File: config.mk
export PLATFORM = sky130hd
export DESIGN_NAME = afe_emulator_flat
export DESIGN_NICKNAME = d
export VERILOG_FILES = /design/src/rtl/afe_emulator_if.sv /design/src/rtl/afe_emulator.sv /design/src/flat_wrapper.sv
export SDC_FILE = /design/constraint.sdc
export NUM_CORES = 1
export LEC_CHECK = 0
export BUFFER_PORTS_ARGS = -buffer_cell sky130_fd_sc_hd__buf_4
export CELL_PAD_IN_SITES_DETAIL_PLACEMENT = 0
export CELL_PAD_IN_SITES_GLOBAL_PLACEMENT = 1
export CORE_ASPECT_RATIO = 1.2
export CORE_MARGIN = 2
export CORE_UTILIZATION = 46
export CTS_BUF_LIST = sky130_fd_sc_hd__clkbuf_2
export CTS_CLUSTER_SIZE = 16
export DETAILED_ROUTE_END_ITERATION = 10
export GPL_TIMING_DRIVEN = 0
export PLACE_DENSITY = 0.87
export SYNTH_ARGS = -nofsm -noshare
export SYNTH_HDL_FRONTEND = slang
export SYNTH_SLANG_ARGS = --single-unit
File: constraint.sdc
create_clock -name CLK -period 5.6 [get_ports CLK]
set_input_delay 1.12 -clock CLK [delete_from_list [all_inputs] [get_ports CLK]]
set_output_delay 1.12 -clock CLK [all_outputs]
set_load 0.02 [all_outputs]
File: src/rtl/afe_emulator_if.sv
// ============================================================================
// Module      : afe_emulator_if
// Description : Controller <-> analog-front-end signal bundle (drive settings in, ADC code out).
// Revision    : 1.0 - initial release
// ============================================================================
`default_nettype none

interface afe_emulator_if;
    logic [3:0] LED_DRIVE;
    logic [6:0] DC_Comp;
    logic       LED_IR;
    logic       LED_RED;
    logic [3:0] PGA_Gain;
    logic       CLK_Filter;
    logic [7:0] ADC;
    logic       Sat;
    logic       Fault;
    logic       Settling;

    modport master (
        output LED_DRIVE, DC_Comp, LED_IR, LED_RED, PGA_Gain, CLK_Filter,
        input  ADC, Sat, Fault, Settling
    );

    modport slave (
        input  LED_DRIVE, DC_Comp, LED_IR, LED_RED, PGA_Gain, CLK_Filter,
        output ADC, Sat, Fault, Settling
    );
endinterface

`default_nettype wire

File: src/rtl/afe_emulator.sv
// ============================================================================
// Module      : afe_emulator
// Description : Synthesizable pulse-oximeter AFE responder returning a synthetic PPG ADC code.
//               Optional macro FILTER_SYNC_EN gates ADC loads on CLK_Filter rising edges.
// Revision    : 1.0 - initial release
// ============================================================================
`default_nettype none

module afe_emulator #(
    parameter int IR_SCALE   = 16,
    parameter int RED_SCALE  = 12,
    parameter int DARK_LEVEL = 4,
    parameter int COMP_STEP  = 2,
    parameter int AC_PEAK    = 32,
    parameter int AC_DIV     = 4,
    parameter int SETTLE_CYC = 3
) (
    input  wire logic     CLK,
    input  wire logic     rst_n,
    afe_emulator_if.slave bus
);

    localparam logic [15:0] c_ir_scale   = IR_SCALE[15:0];
    localparam logic [15:0] c_red_scale  = RED_SCALE[15:0];
    localparam logic [15:0] c_dark_level = DARK_LEVEL[15:0];
    localparam logic [15:0] c_comp_step  = COMP_STEP[15:0];
    localparam logic [15:0] c_ac_peak    = AC_PEAK[15:0];
    localparam logic [15:0] c_div_last   = 16'(AC_DIV - 1);
    localparam logic [7:0]  c_settle     = SETTLE_CYC[7:0];

    typedef enum logic [1:0] {
        CH_DARK = 2'd0,
        CH_IR   = 2'd1,
        CH_RED  = 2'd2
    } chan_t;

    chan_t       w_chan;
    logic [16:0] w_settings;
    logic [16:0] r_prev_settings;
    logic [7:0]  r_settle_cnt;

    logic [15:0] r_presc;
    logic [15:0] r_ac;
    logic        r_dir_up;

    logic [15:0] w_drive;
    logic [15:0] w_raw;
    logic [15:0] r_raw;
    logic [15:0] w_comp;
    logic [15:0] w_sub;
    logic [15:0] w_gain;
    logic [15:0] w_amp;
    logic        w_sat;
    logic [7:0]  w_out8;
    logic [7:0]  r_out8;
    logic        r_out_sat;

    logic        r_fault;
    logic [7:0]  r_adc;
    logic        r_sat;
    logic        w_load;

    always_comb begin
        w_chan = CH_DARK;
        if (bus.LED_IR && !bus.LED_RED) begin
            w_chan = CH_IR;
        end else if (bus.LED_RED && !bus.LED_IR) begin
            w_chan = CH_RED;
        end
    end

    assign w_settings = {w_chan, bus.LED_DRIVE, bus.DC_Comp, bus.PGA_Gain};

    // Triangle AC: one step per prescaler wrap, turning around at AC_PEAK and 0.
    always_ff @(posedge CLK or negedge rst_n) begin
        if (!rst_n) begin
            r_presc  <= 16'd0;
            r_ac     <= 16'd0;
            r_dir_up <= 1'b1;
        end else if (r_presc == c_div_last) begin
            r_presc <= 16'd0;
            if (c_ac_peak != 16'd0) begin
                if (r_dir_up) begin
                    r_ac <= r_ac + 16'd1;
                    if (r_ac + 16'd1 == c_ac_peak) begin
                        r_dir_up <= 1'b0;
                    end
                end else begin
                    r_ac <= r_ac - 16'd1;
                    if (r_ac - 16'd1 == 16'd0) begin
                        r_dir_up <= 1'b1;
                    end
                end
            end
        end else begin
            r_presc <= r_presc + 16'd1;
        end
    end

    assign w_drive = {12'd0, bus.LED_DRIVE};

    always_comb begin
        w_raw = c_dark_level;
        if (w_chan == CH_IR) begin
            w_raw = w_drive * c_ir_scale + ((r_ac * w_drive) >> 3);
        end else if (w_chan == CH_RED) begin
            w_raw = w_drive * c_red_scale + ((r_ac * w_drive) >> 3);
        end
    end

    // Offset compensation floors at zero rather than wrapping.
    assign w_comp = {9'd0, bus.DC_Comp} * c_comp_step;
    assign w_sub  = (r_raw > w_comp) ? (r_raw - w_comp) : 16'd0;
    assign w_gain = {12'd0, bus.PGA_Gain} + 16'd1;
    assign w_amp  = w_sub * w_gain;
    assign w_sat  = (w_amp > 16'd255);
    assign w_out8 = w_sat ? 8'hFF : w_amp[7:0];

    always_ff @(posedge CLK or negedge rst_n) begin
        if (!rst_n) begin
            r_raw     <= 16'd0;
            r_out8    <= 8'd0;
            r_out_sat <= 1'b0;
            r_fault   <= 1'b0;
        end else begin
            r_raw     <= w_raw;
            r_out8    <= w_out8;
            r_out_sat <= w_sat;
            r_fault   <= bus.LED_IR & bus.LED_RED;
        end
    end

    // Any setting change restarts the settle window; reload takes priority over count-down.
    always_ff @(posedge CLK or negedge rst_n) begin
        if (!rst_n) begin
            r_prev_settings <= 17'd0;
            r_settle_cnt    <= c_settle;
        end else begin
            r_prev_settings <= w_settings;
            if (w_settings != r_prev_settings) begin
                r_settle_cnt <= c_settle;
            end else if (r_settle_cnt != 8'd0) begin
                r_settle_cnt <= r_settle_cnt - 8'd1;
            end
        end
    end

`ifdef FILTER_SYNC_EN
    logic r_filt_sync1;
    logic r_filt_sync2;
    logic r_filt_prev;

    always_ff @(posedge CLK or negedge rst_n) begin
        if (!rst_n) begin
            r_filt_sync1 <= 1'b0;
            r_filt_sync2 <= 1'b0;
            r_filt_prev  <= 1'b0;
        end else begin
            r_filt_sync1 <= bus.CLK_Filter;
            r_filt_sync2 <= r_filt_sync1;
            r_filt_prev  <= r_filt_sync2;
        end
    end

    assign w_load = (r_settle_cnt == 8'd0) && r_filt_sync2 && !r_filt_prev;
`else
    logic w_filter_unused;
    assign w_filter_unused = bus.CLK_Filter;
    assign w_load          = (r_settle_cnt == 8'd0);
`endif

    always_ff @(posedge CLK or negedge rst_n) begin
        if (!rst_n) begin
            r_adc <= 8'd0;
            r_sat <= 1'b0;
        end else if (w_load) begin
            r_adc <= r_out8;
            r_sat <= r_out_sat;
        end
    end

    assign bus.ADC      = r_adc;
    assign bus.Sat      = r_sat;
    assign bus.Fault    = r_fault;
    assign bus.Settling = (r_settle_cnt != 8'd0);

endmodule

`default_nettype wire
File: src/flat_wrapper.sv
// flat-port wrapper written by rule: the top's interface ports become plain ports
module afe_emulator_flat 
#(
    parameter int IR_SCALE   = 16,
    parameter int RED_SCALE  = 12,
    parameter int DARK_LEVEL = 4,
    parameter int COMP_STEP  = 2,
    parameter int AC_PEAK    = 32,
    parameter int AC_DIV     = 4,
    parameter int SETTLE_CYC = 3
)
  (CLK, rst_n, bus_LED_DRIVE, bus_DC_Comp, bus_LED_IR, bus_LED_RED, bus_PGA_Gain, bus_CLK_Filter, bus_ADC, bus_Sat, bus_Fault, bus_Settling);
  afe_emulator_if bus_i ();
  input  wire logic CLK;
  input  wire logic rst_n;
  input wire logic [$bits(bus_i.LED_DRIVE)-1:0] bus_LED_DRIVE;
  input wire logic [$bits(bus_i.DC_Comp)-1:0] bus_DC_Comp;
  input wire logic [$bits(bus_i.LED_IR)-1:0] bus_LED_IR;
  input wire logic [$bits(bus_i.LED_RED)-1:0] bus_LED_RED;
  input wire logic [$bits(bus_i.PGA_Gain)-1:0] bus_PGA_Gain;
  input wire logic [$bits(bus_i.CLK_Filter)-1:0] bus_CLK_Filter;
  output wire logic [$bits(bus_i.ADC)-1:0] bus_ADC;
  output wire logic [$bits(bus_i.Sat)-1:0] bus_Sat;
  output wire logic [$bits(bus_i.Fault)-1:0] bus_Fault;
  output wire logic [$bits(bus_i.Settling)-1:0] bus_Settling;
  assign bus_i.LED_DRIVE = bus_LED_DRIVE;
  assign bus_i.DC_Comp = bus_DC_Comp;
  assign bus_i.LED_IR = bus_LED_IR;
  assign bus_i.LED_RED = bus_LED_RED;
  assign bus_i.PGA_Gain = bus_PGA_Gain;
  assign bus_i.CLK_Filter = bus_CLK_Filter;
  assign bus_ADC = bus_i.ADC;
  assign bus_Sat = bus_i.Sat;
  assign bus_Fault = bus_i.Fault;
  assign bus_Settling = bus_i.Settling;
  afe_emulator #(.IR_SCALE(IR_SCALE), .RED_SCALE(RED_SCALE), .DARK_LEVEL(DARK_LEVEL), .COMP_STEP(COMP_STEP), .AC_PEAK(AC_PEAK), .AC_DIV(AC_DIV), .SETTLE_CYC(SETTLE_CYC)) u_core (.CLK(CLK), .rst_n(rst_n), .bus(bus_i));
endmodule
==> impl_metrics.csv <==
group,metric,value,unit
synthesis,synth_seq_cells,91,
timing,final.setup.tns,-2.17,ns
run_status,outcome,"complete, but fails checks",
power,p_int,3.28,mW
global_route,grt_overflow,0,
synthesis,synth.avg_cell_area,8.90,um2
power,swShare,47.2,%
global_route,antenna_found_initial,0,
power,power-per-cell-area,608,nW/um2
timing,finalSetupViolCount,9,
worst_setup_path,worstSetupPathType,"primary input to flip-flop",
detailed_routing,via_per_inst,5.28,
clock_network,cts_buffer_depth,2,
floorplanning,die_h,154,um
worst_setup_path,cp_top_family,"adder cells",
power,vdd_drop_max,0.000512,V
final_layout,syn_to_final_growth,18.3,%
synthesis,async_flop_share,100,%
final_layout,multiInputGateArea,6280,um2
global_route,grt_pass1_vias,7130,
power,power,6.22,mW
clock_network,htreeDepth,3,
power,p_switching,2.94,mW
worst_setup_path,critPathLaunchType,"primary input",
timing,setup_slack,-0.270,ns
final_layout,fin_nets,1197,
timing,fin_skew,0.0632,ns
worst_setup_path,max_stage_delay,0.56,ns
synthesis,ys_dominant_reg_cell,"dfrtp_1",
timing,finalHoldWorstSlack,0.494,ns
clock_network,clk_latency,0.64,ns
timing,drv_slew,0,
global_route,grt_pass1_wl,33700,um
floorplanning,io_pins,31,
timing,finalHoldViolations,0,
final_layout,seq_area,2280,um2
worst_setup_path,path_buf_inv,6,
clock_network,hold_buffers,0,
detailed_routing,met1Wirelength,8370,um
detailed_routing,highest_layer,"met4",
power,p_clk_share,5.9,%
clock_network,cts_tree,"built",
worst_setup_path,crit_path_end_kind,"flip-flop",
worst_setup_path,cp.required,6.12,ns
detailed_routing,vias,6914,
timing,fin_crit,5.87,ns
placed_design,globalplace.congestion,0.853,
placed_design,dp.cells,1252,
synthesis,synth_nets,1115,
final_layout,final_cell_mix,"nor2_1, dfrtp_1, inv_1",
final_layout,antenna_cells,0,
synthesis,synthTopCellsByArea,"dfrtp_1, fa_1, ha_1",
placed_design,dpl_cell_area,9450,um2
final_layout,design_area,10200,um2
worst_setup_path,worstPathCellList,"buf_8, inv_4, ha_4, nand2_4, or4_4, a2111o_1, buf_8, nand2_8, nor2_4, fa_1, inv_2, fa_1, inv_2, fa_1, ha_4, o21a_1, a211oi_2, nand2_2, a221oi_4, o21ai_2, xor2_4, buf_12, o211ai_2",
global_route,gr-usage-all-layers,20.9,%
clock_network,cts_buffers,9,
detailed_routing,drcViolationCount,0,
placed_design,dp_hpwl,14600,um
floorplanning,initial_core_util,47.2,%
synthesis,synth_edf_count,0,
min_path,hold_class,"flip-flop to flip-flop",
floorplanning,fp.dieArea,19900,um2
power,leakage,4.53,nW
power,power_frac_seq,12.2,%
detailed_routing,drt-pass1-iter-count,5,
global_route,grt_max_degree,92,
timing,rsz0062_at_grt,"true",
clock_network,cts.reportedPaths.clkPinSlew,0.31,ns
synthesis,synth_cells,971,
clock_network,clockRootBuffer,"clkbuf_2",
final_layout,mostFrequentLayoutCell,"nor2_1",
detailed_routing,wl_per_cell,15.0,um
detailed_routing,met2_length,10300,um
worst_setup_path,arrival,6.39,ns
worst_setup_path,slowest_stage,"fa_1",
worst_setup_path,cp_max_fo,5,
timing,slew_headroom,24.7,%
worst_setup_path,cp_common_cell,"fa_1",
synthesis,synth_area,8640,um2
synthesis,synth_cell_types,69,
synthesis,yosys_warnings,0,
detailed_routing,ant_nets,0,
synthesis,ys_seq_area_share,26.4,%
detailed_routing,routed_wirelength,19600,um
floorplanning,die_w,129,um
timing,fin_crit_sh,105,%
detailed_routing,met3WireLength,548,um
clock_network,cts.sinks,91,
synthesis,yosysTopAreaCell,"dfrtp_1",
final_layout,instances_no_fill,1310,
timing,fmax,0.170,GHz
final_layout,fillers,1675,
placed_design,port_buffers,29,
run_status,violations,"negative setup slack",
power,p_comb_share,81.9,%
timing,worstMarginPinSlew,1.13,ns
detailed_routing,dr.first_iter.drc_count,305,
floorplanning,core.rowCount,54,
job,maxCapViolCount,0,
floorplanning,core-area,18300,um2
final_layout,final_layout_size_suffix_gt1_share,18.5,%
synthesis,synth_top_area_share,25.5,%
==> power by group through the flow <==
stage          clock network (mW)  registers (mW)  logic, mW
6_report                    0.365           0.758       5.10
3_3_place_gp                    0           0.766       3.92
4_1_cts                     0.383           0.759       5.08
3_5_place_dp                    0           0.768       4.02
5_1_grt                     0.414           0.765       5.63
2_1_floorplan                   0           0.757       3.30
==> kinds of logic (layout without fill, tap and decap cells) <==
family | Yosys count | after routing | synth area share, %
simple gates | 354 | 354 | 19.9
buf+inv | 140 | 227 | 6.08
compound gates | 139 | 139 | 11.0
fa+ha+maj | 124 | 124 | 23.5
xor+xnor | 109 | 109 | 11.4
flops | 91 | 91 | 26.4
mux | 13 | 13 | 1.64
other cells | 1 | 1 | 0.0434
==> per-layer routing <==
| layer | vias to the layer above | global-route usage, % |
|---|---|---|
| li1 | 3384 | - |
| met1 | 3383 | 26.4 |
| met2 | 115 | 37.3 |
| met3 | 32 | 2.75 |
| met4 | 0 | 5.54 |
| met5 | - | 0 |
==> sequential cells by signal (all words and copies together), names as in the netlist <==
register	flops
u_core.r_raw	14
u_core.r_dir_up	1
u_core.r_prev_settings	17
u_core.r_presc	16
u_core.r_settle_cnt	8
u_core.r_ac	16
u_core.bus.ADC	8
u_core.r_out8	8
u_core.bus.Sat	1
u_core.bus.Fault	1
u_core.r_out_sat	1
==> synth_stat cells, drive strengths merged (2+ instances only) <==
library cell	count
or2	14
a211oi	3
o32ai	2
o21bai	6
o211ai	2
a31oi	8
nand2b	9
nor4	9
dfrtp	88
ha	60
or3	15
fa	64
nand4	10
a21o	8
a2111o	2
nor2b	11
clkbuf	39
a21boi	3
a221oi	2
or4	6
nand3	23
or4b	2
xor2	48
and2	21
and3	11
mux2i	4
a2111oi	4
dfstp	3
nand2	84
a21oi	43
o21a	7
o22a	2
nor3	26
a22oi	2
nor4b	2
o21ai	28
nor2	106
a41oi	4
o22ai	4
mux2	9
xnor2	60
nand3b	3
inv	99
buf	2
==> path summary, 6_finish.rpt <==
kind	from	end	slack [ns]	cells after the start
setup / recovery	bus_DC_Comp[5]	u_core.r_out8[0]	-0.27	23
hold / removal	u_core.r_presc[15]	u_core.r_presc[15]	0.49	1
setup reg to reg	u_core.r_raw[2]	u_core.r_out8[0]	-0.11	21
hold reg to reg	u_core.r_presc[15]	u_core.r_presc[15]	0.49	1
max in group asynchronous	rst_n	u_core.r_prev_settings[0]	4.18	1
min in group asynchronous	rst_n	u_core.r_presc[12]	0.65	1
==> timing repair <==
item	in CTS	in global routing
gates cloned	3	0
setup buffers	30	10
gates resized for setup	58	24
setup endpoints to repair	9	14
pin swaps	52	28
==> cell type report <==
cell class	count	area share, %
inverters	99	3.93
plain buffers	41	1.84
well taps	252	3.08
multi-input cells	740	61.4
clock inverters	7	0.820
clock buffers	9	0.441
flip-flops and latches	91	22.3
repair buffers	71	6.16
==> stage by stage <==
stage,setup slack [ns],util (%)
CTS,-0.148,55.3
floorplan,-0.458,-
detailed placement,-1.11,51.6
finish,-0.270,55.8
global route,-0.313,55.8
global placement,-1.05,51.6
Power figures use the tool's default switching activity.
